--- src/rtl/dsp_sequencer.sv ---
// Program sequencer for a pipelined DSP core: it walks instruction memory once per
// sample period and then drains the core pipeline. Optional macro DSP_SEQUENCER_OVERRUN_CNT_EN.
module dsp_sequencer #(
  parameter int INSTR_WIDTH     = 26,
  parameter int PROG_ADDR_WIDTH = 10,
  parameter int PIPE_DEPTH      = 4
) (
  input  logic                       clk,
  input  logic                       reset_n,
  input  logic                       sample_start,
  input  logic [PROG_ADDR_WIDTH-1:0] prog_last,
  output logic [PROG_ADDR_WIDTH-1:0] imem_rd_addr,
  input  logic [INSTR_WIDTH-1:0]     imem_rd_data,
  output logic [INSTR_WIDTH-1:0]     instruction,
  output logic                       busy,
  output logic                       done,
  output logic                       overrun
`ifdef DSP_SEQUENCER_OVERRUN_CNT_EN
  ,
  output logic [15:0]                overrun_count
`endif
);

  localparam int CNT_W = $clog2(PIPE_DEPTH + 1);
  localparam logic [CNT_W-1:0] DRAIN_INIT = CNT_W'(PIPE_DEPTH);

  typedef enum logic [1:0] {IDLE, RUN, DRAIN} state_t;

  state_t                     state, state_d;
  logic [PROG_ADDR_WIDTH-1:0] pc, pc_d;
  logic [PROG_ADDR_WIDTH-1:0] last_q, last_d;
  logic [CNT_W-1:0]           drain_cnt, drain_d;
  logic                       fetch_valid, fetch_valid_d;
  logic                       overrun_q, overrun_d;

  always_ff @(posedge clk) begin
    if (!reset_n) begin
      state       <= IDLE;
      pc          <= '0;
      last_q      <= '0;
      drain_cnt   <= '0;
      fetch_valid <= 1'b0;
      overrun_q   <= 1'b0;
    end else begin
      state       <= state_d;
      pc          <= pc_d;
      last_q      <= last_d;
      drain_cnt   <= drain_d;
      fetch_valid <= fetch_valid_d;
      overrun_q   <= overrun_d;
    end
  end

  always_comb begin
    state_d       = state;
    pc_d          = pc;
    last_d        = last_q;
    drain_d       = drain_cnt;
    fetch_valid_d = 1'b0;
    busy          = (state != IDLE);
    done          = 1'b0;
    overrun_d     = sample_start && (state != IDLE);
    case (state)
      IDLE: begin
        pc_d    = '0;
        drain_d = '0;
        if (sample_start) begin
          last_d  = prog_last;
          state_d = RUN;
        end
      end
      RUN: begin
        fetch_valid_d = 1'b1;
        // pc holds at last_q on the final fetch so the top address never wraps
        if (pc == last_q) begin
          state_d = DRAIN;
          drain_d = DRAIN_INIT;
        end else begin
          pc_d = pc + PROG_ADDR_WIDTH'(1);
        end
      end
      DRAIN: begin
        if (drain_cnt == '0) begin
          done    = 1'b1;
          state_d = IDLE;
          pc_d    = '0;
        end else begin
          drain_d = drain_cnt - CNT_W'(1);
        end
      end
      default: begin
        state_d = IDLE;
        pc_d    = '0;
      end
    endcase
  end

  assign imem_rd_addr = pc;
  assign instruction  = fetch_valid ? imem_rd_data : '0;
  assign overrun      = overrun_q;

`ifdef DSP_SEQUENCER_OVERRUN_CNT_EN
  function automatic logic [15:0] sat_inc(input logic [15:0] v);
    return (v == 16'hFFFF) ? v : v + 16'd1;
  endfunction

  logic [15:0] ovr_cnt_q;

  always_ff @(posedge clk) begin
    if (!reset_n)       ovr_cnt_q <= '0;
    else if (overrun_q) ovr_cnt_q <= sat_inc(ovr_cnt_q);
  end

  assign overrun_count = ovr_cnt_q;
`endif

endmodule

--- config.mk ---
export PLATFORM = sky130hd
export DESIGN_NAME = dsp_sequencer
export DESIGN_NICKNAME = d
export VERILOG_FILES = /design/src/rtl/dsp_sequencer.sv
export SDC_FILE = /design/constraint.sdc
export NUM_CORES = 1
export LEC_CHECK = 0
export CAP_MARGIN = 20
export CELL_PAD_IN_SITES_DETAIL_PLACEMENT = 0
export CELL_PAD_IN_SITES_GLOBAL_PLACEMENT = 1
export CORE_ASPECT_RATIO = 0.6
export CORE_MARGIN = 2
export CORE_UTILIZATION = 31
export CTS_CLUSTER_DIAMETER = 30
export DETAILED_ROUTE_END_ITERATION = 10
export PLACE_DENSITY_LB_ADDON = 0.15
export SLEW_MARGIN = 20
export SYNTH_ARGS = -nofsm -noshare
export SYNTH_HDL_FRONTEND = slang
export SYNTH_SLANG_ARGS = --single-unit
--- constraint.sdc ---
create_clock -name clk -period 4.6 [get_ports clk]
set_input_delay 0.92 -clock clk [delete_from_list [all_inputs] [get_ports clk]]
set_output_delay 0.92 -clock clk [all_outputs]
set_load 0.05 [all_outputs]
After elaboration in Yosys (flattened, before gate mapping)

Index checks and enable logic that the tools add are counted.
Widths: inputs -> output; s select.

Register bits: 27
Input port bits: 39
Output and inout port bits: 39

Add/subtract/negate cells: 2
Eq/ne operators: 8
Muxes and demuxes: 14
Reductions and logical operators: 9

Operators with widths:

| operator              | count |
|---|---|
| $mux 26               | 1 |
| $mux 10               | 2 |
| $pmux 10 s2           | 1 |
| $add 10x1->10 const B | 1 |
| $eq 10x10->1          | 1 |
| $ne 2x2->1 const B    | 5 |
| $pmux 3 s3            | 1 |
| $mux 2                | 3 |
| $mux 3                | 2 |
| $pmux 2 s3            | 1 |
| $reduce_and 3->1      | 2 |
| $reduce_and 2->1      | 2 |
| $logic_not 3->1       | 1 |
| $mux 1                | 3 |
| $reduce_bool 3->1     | 1 |
| $sub 3x1->3 const B   | 1 |
| $eq 2x1->1 const B    | 1 |
| $eq 2x2->1 const B    | 1 |
| $logic_not 2->1       | 1 |
| $reduce_bool 2->1     | 1 |
| $logic_and 1x1->1     | 1 |

Logic depth before layout (Yosys ltp)

Gate-level depths: netlist (run 1).

Word-level depth: 3
Mapped depth: 8
Depth with buffers taken out: 7

Worst setup path before layout (run 1)

Ideal clock, no wire load.

Path kind: flip-flop to output port
Start point: reg state[0]
End point: out done
Arrival: 1.360 ns
Path slack: 2.320 ns
Stages on the path, launching flop included: 5
Path through: dfxtp_1 -> inv_1 -> ha_1 -> inv_1 -> nor2_1

Cells in the longest elaborated chain, start to end: 2

Ends and longest elaborated chain:

| item                   | RTL line | RTL |
|---|---|---|
| start, declared        | 29       | `state_t state, state_d;` |
| start signal, assigned | 45       | `state <= state_d;` |
| $eq 2x2->1             | 63       | `case (state)` |
| $mux 1                 | 63       |  |
| end, declared          | 16       | `output logic done,` |

Every way passes these cells.

Worst setup path after layout (run 1)

Start point: in imem_rd_data[7]
End point: out instruction[7]

Cells in the longest elaborated chain, start to end: 1

Ends and longest elaborated chain:

| item            | RTL line | RTL |
|---|---|---|
| start, declared | 13       | `input logic [INSTR_WIDTH-1:0] imem_rd_data,` |
| $mux 26         | 99       | `assign instruction = fetch_valid ? imem_rd_data : '0;` |
| end, declared   | 14       | `output logic [INSTR_WIDTH-1:0] instruction,` |

Every way passes these cells.

==> impl_metrics.yaml, run 1 <==
status:
  run_status: "finished, final reports clean"
synth:
  synth-seq-cells: 27
  synthCells: 209
  syn_area_um2: 1660
  synth_nets: 255
  synth_compound_area_share_pct: 12.8
  yosys_warnings: 0
  synth_edf_count: 0
  avgSynthCellArea_um2: 7.96
  synthSimpleGateAreaFrac_pct: 33.9
  synth_top_family_by_area: "simple AND/OR/NAND/NOR gates"
  muxShareOfSynthArea_pct: 3.01
  synth_fa_ha_area_share_pct: 5.26
  synth.area.top_cells: "dfxtp_1 (32%), and2_1 (11%), nand2_1 (8.3%)"
  synth-seq-area-share_pct: 32.5
  synth_xor_area_share_pct: 6.69
  synth_top_area_cell: "dfxtp_1"
  synthArstFlopShare_pct: 0
  yosys_most_used_dff: "dfxtp_1"
  synth_cell_types: 39
  synth_top_area_share_pct: 32.5
setup_path:
  worstReg2RegStart: "imem_rd_addr[2]$_SDFFE_PN0P_"
  cp_common_cell: "clkdlybuf4s50_1"
  cp.required_ns: 3.68
  crit_arrival_ns: 2.30
  crit_path_max_fanout: 1
  r2r_setup_slack_ns: 2.33
  crit_path_start_kind: "input port"
  reg2reg_depth: 5
  path_class: "in -> out"
  startpoint: "imem_rd_data[7]"
  path_delay_family: "buffers and inverters"
  path_cells: "clkdlybuf4s50_1 > and2_1 > clkdlybuf4s50_1"
  cp.buffers_inverters: 2
  crit_slowest_cell: "clkdlybuf4s50_1"
  worst_path_largest_cell_delay_ns: 0.80
  r2r-end: "drain_cnt[0]$_SDFFE_PN0P_"
  crit_cells: 3
  cp-endpoint: "instruction[7]"
  crit_path_end_kind: "output pin"
route:
  drc: 0
  drt_iter0_drc: 120
  first_pass_iters: 4
  vias: 1622
  ant_nets: 0
  viasPerCell: 4.70
  wirelength_um: 4610
  wire_per_inst_um: 13.4
cts:
  clock-sinks: 27
  numCtsBuffers: 3
  post_cts_buffers: 0
  htree_levels: 1
  cts_tree: "yes"
  root_buffer: "clkbuf_8"
  cts_buffer_depth: 2
  clock_latency_ns: 0.28
  cts_hold_buf: 0
  cts_resized: 0
  clkTransAtPathRegs_ns: 0.10
placement:
  io_buffer_count: 77
  hpwl_um: 3620
  gp_congestion: 0.792
  dpl_cell_area_um2: 2450
worst_hold_path:
  hold_class: "reg -> reg"
sta:
  final_hold_viol_count: 0
  layout_min_cycle_time_ns: 3.22
  setup_viol: 0
  worstMarginPinSlew_ns: 0.602
  grt_setup_unrepaired: "false"
  drv_slew: 0
  max_freq_mhz: 310
  fin_skew_ns: 0.00370
  finalCritPeriodShare_pct: 70.1
  fin_setup_tns_ns: 0
  max-slew-margin-rel_pct: 59.7
grt:
  grt_remaining_overflow: 0
  grt_start_max_net_pins: 27
  grt_pass1_vias: 1357
  grt_use_total_pct: 15.0
  antenna_found_initial: 0
  grt_pass1_wl_um: 7000
power:
  ir_drop_mv: 0.271
  p_leak_nw: 0.993
  power-per-cell-area_nw_per_um2: 385
layout:
  antenna_cells: 0
  layout.nets: 326
  area_growth_pct: 50.2
  drive_gt1_share_pct: 4.30
  final_common_cell: "clkdlybuf4s50_1"
  seq_area_um2: 541
  layout_common_cells: "clkdlybuf4s50_1 (77), nand2_1 (37), and2_1 (28)"
  final_cell_area_um2: 2500
  multiInputGateArea_um2: 1030
  fillers: 533
floorplan:
  dieArea_um2: 5990
  coreArea_um2: 5100
  num_rows: 20
  die_y_um: 60.8
  start_util_pct: 32.6
  die_w_um: 98.6
  ios: 78
job:
  maxCapViolations: 0
-- cells in the mapped netlist, types with 3 or more instances --
library cell	n
o21ai_0	4
ha_1	7
dfxtp_1	27
mux2i_1	5
clkbuf_1	8
xor2_1	9
nand3_1	14
buf_6	3
nor2_1	5
a21oi_1	13
and2_1	28
nand4_1	3
nand2_1	37
inv_1	8
-- worst register-to-register path, stage by stage (launching register included) --
cell and delay, ns:
dfxtp_1 0.55, xor2_1 0.14, nor4_2 0.35, nand3_1 0.47
a22oi_2 0.49, mux2i_1 0.22
-- per-stage QoR --
stage	setup slack, ns	power (mW)	hold slack, ns	instances	util [%]
floorplan	2.32	0.685	0.435	209	-
global placement	1.36	0.831	0.446	341	48.1
detailed placement	1.36	0.831	0.457	341	48.1
CTS	1.36	0.973	0.473	345	49.0
global route	1.33	1.02	0.498	345	49.0
finish	1.38	0.963	0.465	345	49.0
-- sequential cells by signal, summed over array words and instances (netlist names) --
name and flops:
imem_rd_addr 10, last_q 10, drain_cnt 3, state 2, fetch_valid 1, overrun 1
-- per-layer routing --
layer / GRT usage [%] / vias up / share of wire, %
li1: - / 848 / -
met1: 23.2 / 706 / 52
met2: 20.5 / 64 / 39
met3: 3.92 / 4 / 8.3
met4: 3.52 / 0 / 0.78
met5: 0 / - / 0
-- power by group --
group	internal [mW]	leakage, nW	switching (mW)
combinational	0.197	0.748	0.328
sequential	0.263	0.220	0.0358
clock	0.0609	0.0255	0.0785
total	0.521	0.993	0.443
-- worst min path at each step --
stage,from,end,slack (ns),cells past startpoint
global route,drain_cnt[1]$_SDFFE_PN0P_,drain_cnt[1]$_SDFFE_PN0P_,0.50,2
global placement,drain_cnt[0]$_SDFFE_PN0P_,drain_cnt[0]$_SDFFE_PN0P_,0.45,2
CTS,drain_cnt[1]$_SDFFE_PN0P_,drain_cnt[1]$_SDFFE_PN0P_,0.47,2
detailed placement,drain_cnt[0]$_SDFFE_PN0P_,drain_cnt[0]$_SDFFE_PN0P_,0.46,2
finish,drain_cnt[1]$_SDFFE_PN0P_,drain_cnt[1]$_SDFFE_PN0P_,0.46,2
floorplan,drain_cnt[0]$_SDFFE_PN0P_,drain_cnt[0]$_SDFFE_PN0P_,0.43,2
-- area by class of cell --
cell class | count | area share (%)
inverter | 9 | 1.35
sequential | 27 | 21.6
clock buffer | 3 | 1.65
multi-input combinational | 162 | 41.0
timing repair buffer | 77 | 30.8
clock inverter | 1 | 0.200
tap | 66 | 3.30
-- kinds of logic after synthesis --
family / Yosys count
flip-flops: 27
multiplexers: 5
buffers and inverters: 20
XOR/XNOR: 11
adder cells (fa/ha/maj): 7
AND/OR/NAND/NOR: 106
AO/OA/AOI/OAI: 33
No activity file was read; power rests on OpenSTA's default activity.
==> inputs of run 2 (changes only) <==
--- a/config.mk
+++ b/config.mk
@@ -10,7 +10,7 @@
 export CELL_PAD_IN_SITES_GLOBAL_PLACEMENT = 1
 export CORE_ASPECT_RATIO = 0.6
 export CORE_MARGIN = 2
-export CORE_UTILIZATION = 31
+export CORE_UTILIZATION = 29
 export CTS_CLUSTER_DIAMETER = 30
 export DETAILED_ROUTE_END_ITERATION = 10
 export PLACE_DENSITY_LB_ADDON = 0.15
==> constraint.sdc (replaced) <==
create_clock -name clk -period 3.2 [get_ports clk]
set_input_delay 0.64 -clock clk [delete_from_list [all_inputs] [get_ports clk]]
set_output_delay 0.64 -clock clk [all_outputs]
set_load 0.05 [all_outputs]
==> run 2 against run 1 <==
  * Final cell count rose by 4.6%
  * Worst setup slack worse by 0.87 ns
  * Combinational power rose by 46%
  * Die area grew 6.5%
  * Clock power rose by 47%
  * Via count up 0.68%
  * Clock skew is 0.0052 ns higher
  * Worst hold slack is essentially flat
  * Total power increased by 45%
  * Count of clock-buffer cells in the layout unchanged
  * First-iteration DRC count fell by 27%
  * Sequential power grew 43%
  * Critical path type is now reg -> out
==> impl_metrics.yaml, run 2 (synthesis results as in run 1) <==
status:
  run_status: "finished, final reports clean"
setup_path:
  reg2reg_depth: 5
  path_class: "reg -> out"
  crit_path_max_fanout: 26
  crit_path_end_kind: "output pin"
  crit_path_start_kind: "flip-flop"
  cp.required_ns: 2.56
  worstReg2RegStart: "imem_rd_addr[2]$_SDFFE_PN0P_"
  crit_arrival_ns: 2.05
  r2r_setup_slack_ns: 0.93
  r2r-end: "drain_cnt[0]$_SDFFE_PN0P_"
sta:
  drv_slew: 0
  worstMarginPinSlew_ns: 0.615
  layout_min_cycle_time_ns: 2.69
  finalCritPeriodShare_pct: 84.0
  fin_setup_tns_ns: 0
  fin_skew_ns: 0.00888
  final_hold_viol_count: 0
  max-slew-margin-rel_pct: 59.0
  grt_setup_unrepaired: "false"
  max_freq_mhz: 372
  setup_viol: 0
layout:
  multiInputGateArea_um2: 1030
  area_growth_pct: 52.3
  final_common_cell: "clkdlybuf4s50_1"
  seq_area_um2: 541
  fillers: 562
  layout_common_cells: "clkdlybuf4s50_1 (77), nand2_1 (37), and2_1 (28)"
  antenna_cells: 0
  layout.nets: 328
  fin_cells: 361
  drive_gt1_share_pct: 4.98
power:
  switching_share_pct: 46.2
  seq_power_share_pct: 30.7
  p_leak_nw: 0.999
  p_comb_share_pct: 54.7
  ir_drop_mv: 0.394
  switchingPower_uw: 646
  clkPwrFrac_pct: 14.6
  power-per-cell-area_nw_per_um2: 551
  p_int_uw: 752
worst_hold_path:
  hold_path.startpoint: "drain_cnt[1]$_SDFFE_PN0P_"
  hold_class: "reg -> reg"
  hold_end: "drain_cnt[1]$_SDFFE_PN0P_"
  min_path_cells: 2
cts:
  clock_latency_ns: 0.28
  cts_tree: "yes"
  clkTransAtPathRegs_ns: 0.10
  numCtsBuffers: 3
  post_cts_buffers: 0
  clock-sinks: 27
  cts_buffer_depth: 2
  cts_resized: 0
  cts_hold_buf: 0
  root_buffer: "clkbuf_8"
  htree_levels: 1
grt:
  grt_start_max_net_pins: 27
  grt_pass1_wl_um: 7590
  grt_pass1_vias: 1376
  grt_use_total_pct: 15.1
  grt_remaining_overflow: 0
  antenna_found_initial: 0
route:
  vias: 1633
  drc: 0
  ant_nets: 0
  wire_per_inst_um: 13.2
  drt_iter0_drc: 88
  first_pass_iters: 4
  viasPerCell: 4.52
  wirelength_um: 4770
placement:
  dp.cells: 357
  gp_congestion: 0.806
  io_buffer_count: 77
  hpwl_um: 3770
floorplan:
  coreArea_um2: 5540
  die_w_um: 102
  num_rows: 21
  die_y_um: 62.7
  ios: 78
  start_util_pct: 30.0
  dieArea_um2: 6380
job:
  maxCapViolations: 0
==> run 2: cell types whose count changed in the layout (fill, tap and decap cells not counted), sizes merged <==
cell      delta
buf          +2
clkinv       -1
clkinvlp     +1
==> run 2: metrics by stage <==
stage                     hold slack (ns)  cell area [um2]  power (mW)  util, %  worst slack [ns]
after floorplan                     0.435             1660       0.984        -              1.20
after CTS                           0.471             2530        1.41     45.7             0.492
after global routing                0.493             2530        1.49     45.7             0.358
after global placement              0.444             2490        1.20     44.8             0.525
final                               0.465             2530        1.40     45.7             0.511
after detailed placement            0.456             2490        1.20     44.8             0.539
==> run 2: worst max path at each step <==
stage | slack [ns] | cells past startpoint | to | from
finish | 0.51 | 2 | instruction[17] | fetch_valid$_SDFF_PN0_
global route | 0.36 | 2 | instruction[11] | fetch_valid$_SDFF_PN0_
CTS | 0.49 | 5 | done | state[0]$_SDFFE_PN0P_
detailed placement | 0.54 | 3 | instruction[17] | imem_rd_data[17]
global placement | 0.52 | 3 | instruction[17] | imem_rd_data[17]
floorplan | 1.20 | 4 | done | state[0]$_SDFFE_PN0P_
==> run 2: layout make-up <==
class | count | area share, %
sequential | 27 | 21.3
multi-input combinational | 162 | 40.5
clock buffer | 3 | 1.63
tap | 80 | 3.95
clock inverter | 1 | 0.296
inverter | 9 | 1.33
timing repair buffer | 79 | 31.0
==> run 2: power groups by stage <==
stage / Sequential, mW / Combinational, mW / Clock, mW
after global placement: 0.438 / 0.765 / 0
after global routing: 0.439 / 0.819 / 0.227
after detailed placement: 0.437 / 0.762 / 0
final: 0.429 / 0.764 / 0.204
after floorplan: 0.437 / 0.548 / 0
after CTS: 0.430 / 0.765 / 0.213
==> run 2: critical path, stage by stage (launching register included) <==
cell             delay, ns
dfxtp_1               0.72
and2_1                0.21
clkdlybuf4s50_1       0.84
==> run 2: metal layers <==
layer	vias up	part of all wire, %	global-route usage (%)	wire, um
met4	0	0.31	1.52	15
met1	723	56	24.9	2650
met5	-	0	0	0
met3	2	7.8	4.47	373
met2	46	36	19.0	1730
li1	862	-	-	-
==> inputs of run 3 (changes only) <==
==> constraint.sdc (replaced) <==
create_clock -name clk -period 2.6 [get_ports clk]
set_input_delay 0.52 -clock clk [delete_from_list [all_inputs] [get_ports clk]]
set_output_delay 0.52 -clock clk [all_outputs]
set_load 0.05 [all_outputs]
==> run 3 against run 2 <==
  * First-iteration DRC count increased by 55%
  * Largest power group unchanged
  * Critical path depth increased by 2
  * Worst setup slack got worse by 0.32 ns
  * Non-clock buffer count increased by 3
==> impl_metrics.yaml, run 3 (synthesis results as in run 1) <==
route:
  first_pass_iters: 4
  vias: 1649
  wirelength_um: 4660
  drt_iter0_drc: 136
  ant_nets: 0
  drc: 0
  wire_per_inst_um: 12.8
  viasPerCell: 4.53
setup_path:
  cp_common_cell: "inv_1"
  startpoint: "state[0]$_SDFFE_PN0P_"
  cp.required_ns: 2.08
  crit_slowest_cell: "clkdlybuf4s50_1"
  crit_path_end_kind: "output pin"
  crit_path_start_kind: "flip-flop"
  crit_path_max_fanout: 4
  path_cells: "inv_1 > ha_1 > inv_1 > clkdlybuf4s50_1"
  worstReg2RegStart: "state[1]$_SDFFE_PN0P_"
  worst_path_largest_cell_delay_ns: 0.81
  crit_arrival_ns: 1.89
  path_class: "reg -> out"
floorplan:
  die_w_um: 102
  start_util_pct: 30.0
  coreArea_um2: 5540
  dieArea_um2: 6380
  ios: 78
  die_y_um: 62.7
  num_rows: 21
sta:
  drv_slew: 0
  holdWs_ns: 0.467
  final_hold_viol_count: 0
  grt_setup_unrepaired: "false"
  max-slew-margin-rel_pct: 60.9
  setup_viol: 0
  fin_setup_tns_ns: 0
  fin_skew_ns: 0.00836
  finalCritPeriodShare_pct: 92.7
  max_freq_mhz: 415
  layout_min_cycle_time_ns: 2.41
  worstMarginPinSlew_ns: 0.586
layout:
  multiInputGateArea_um2: 1030
  fillers: 575
  seq_area_um2: 541
  final_core_util_pct: 44.9
  drive_gt1_share_pct: 14.8
  final_common_cell: "clkdlybuf4s50_1"
  layout.nets: 331
  final_cell_area_um2: 2490
  area_growth_pct: 49.7
  layout_common_cells: "clkdlybuf4s50_1 (50), nand2_1 (37), buf_4 (31)"
  antenna_cells: 0
cts:
  clock-sinks: 27
  numCtsBuffers: 3
  root_buffer: "clkbuf_8"
  clkTransAtPathRegs_ns: 0.10
  post_cts_buffers: 0
  cts_buffer_depth: 2
  htree_levels: 1
  cts_tree: "yes"
  clock_latency_ns: 0.27
grt:
  grt_use_total_pct: 14.9
  grt_remaining_overflow: 0
  grt_pass1_vias: 1404
  grt_start_max_net_pins: 27
  antenna_found_initial: 0
  grt_pass1_wl_um: 7550
placement:
  dpl_cell_area_um2: 2440
  gp_congestion: 0.772
  hpwl_um: 3720
  io_buffer_count: 77
worst_hold_path:
  hold_class: "reg -> reg"
  hold_path.startpoint: "drain_cnt[1]$_SDFFE_PN0P_"
power:
  power-per-cell-area_nw_per_um2: 685
  p_total_mw: 1.71
  ir_drop_mv: 0.303
  p_leak_nw: 1.08
job:
  maxCapViolations: 0
status:
  run_status: "finished, final reports clean"
run 3: changes by cell type in the layout (fill, tap and decap cells not counted), sizes merged:
cell and change:
buf +29, clkdlybuf4s50 -27, clkbuf +1, clkinvlp -1, dlymetal6s2s +1
run 3: report_power, final:
part           switching, mW  internal (mW)
clock                  0.130          0.110
combinational          0.605          0.345
sequential            0.0513          0.465
total                  0.787          0.920
run 3: metal layers:
metal,up-vias,track usage (%),routed length (um)
li1,863,-,-
met1,728,24.1,2570
met2,54,18.8,1730
met3,4,4.36,336
met4,0,2.53,30
met5,-,0,0
run 3: final cells by class:
cell class	count	share of cell area, %
clock buffer	4	1.81
inverter	9	1.36
multi-input combinational	162	41.2
sequential	27	21.7
tap	80	4.02
timing repair buffer	82	29.9
run 3: repair_timing:
action                                  in CTS  in global routing
gates resized for setup                      0                  1
hold buffers                                 0                  0
endpoints found under the setup margin       0                  1
run 3: worst paths after layout:
| check | to | slack [ns] | depth (start not counted) |
|---|---|---|---|
| worst max register to register | imem_rd_addr[9]$_SDFFE_PN0P_ | 0.51 | 7 |
| worst min-delay path | drain_cnt[1]$_SDFFE_PN0P_ | 0.47 | 2 |
| worst max-delay path | busy | 0.19 | 4 |
| worst min register to register | drain_cnt[1]$_SDFFE_PN0P_ | 0.47 | 2 |
run 3: through the flow:
step	setup slack (ns)	std cells
after floorplan	0.618	209
after global placement	0.417	360
after detailed placement	0.369	360
after CTS	0.0564	364
after global routing	0.0700	364
final	0.190	364
run 3: critical path, delay by kind of cell, from the launching register on:
family,cells,cell delay (ns)
buffers and inverters,3,1.00
adder cells (fa/ha/maj),1,0.25
flip-flops,1,0.37
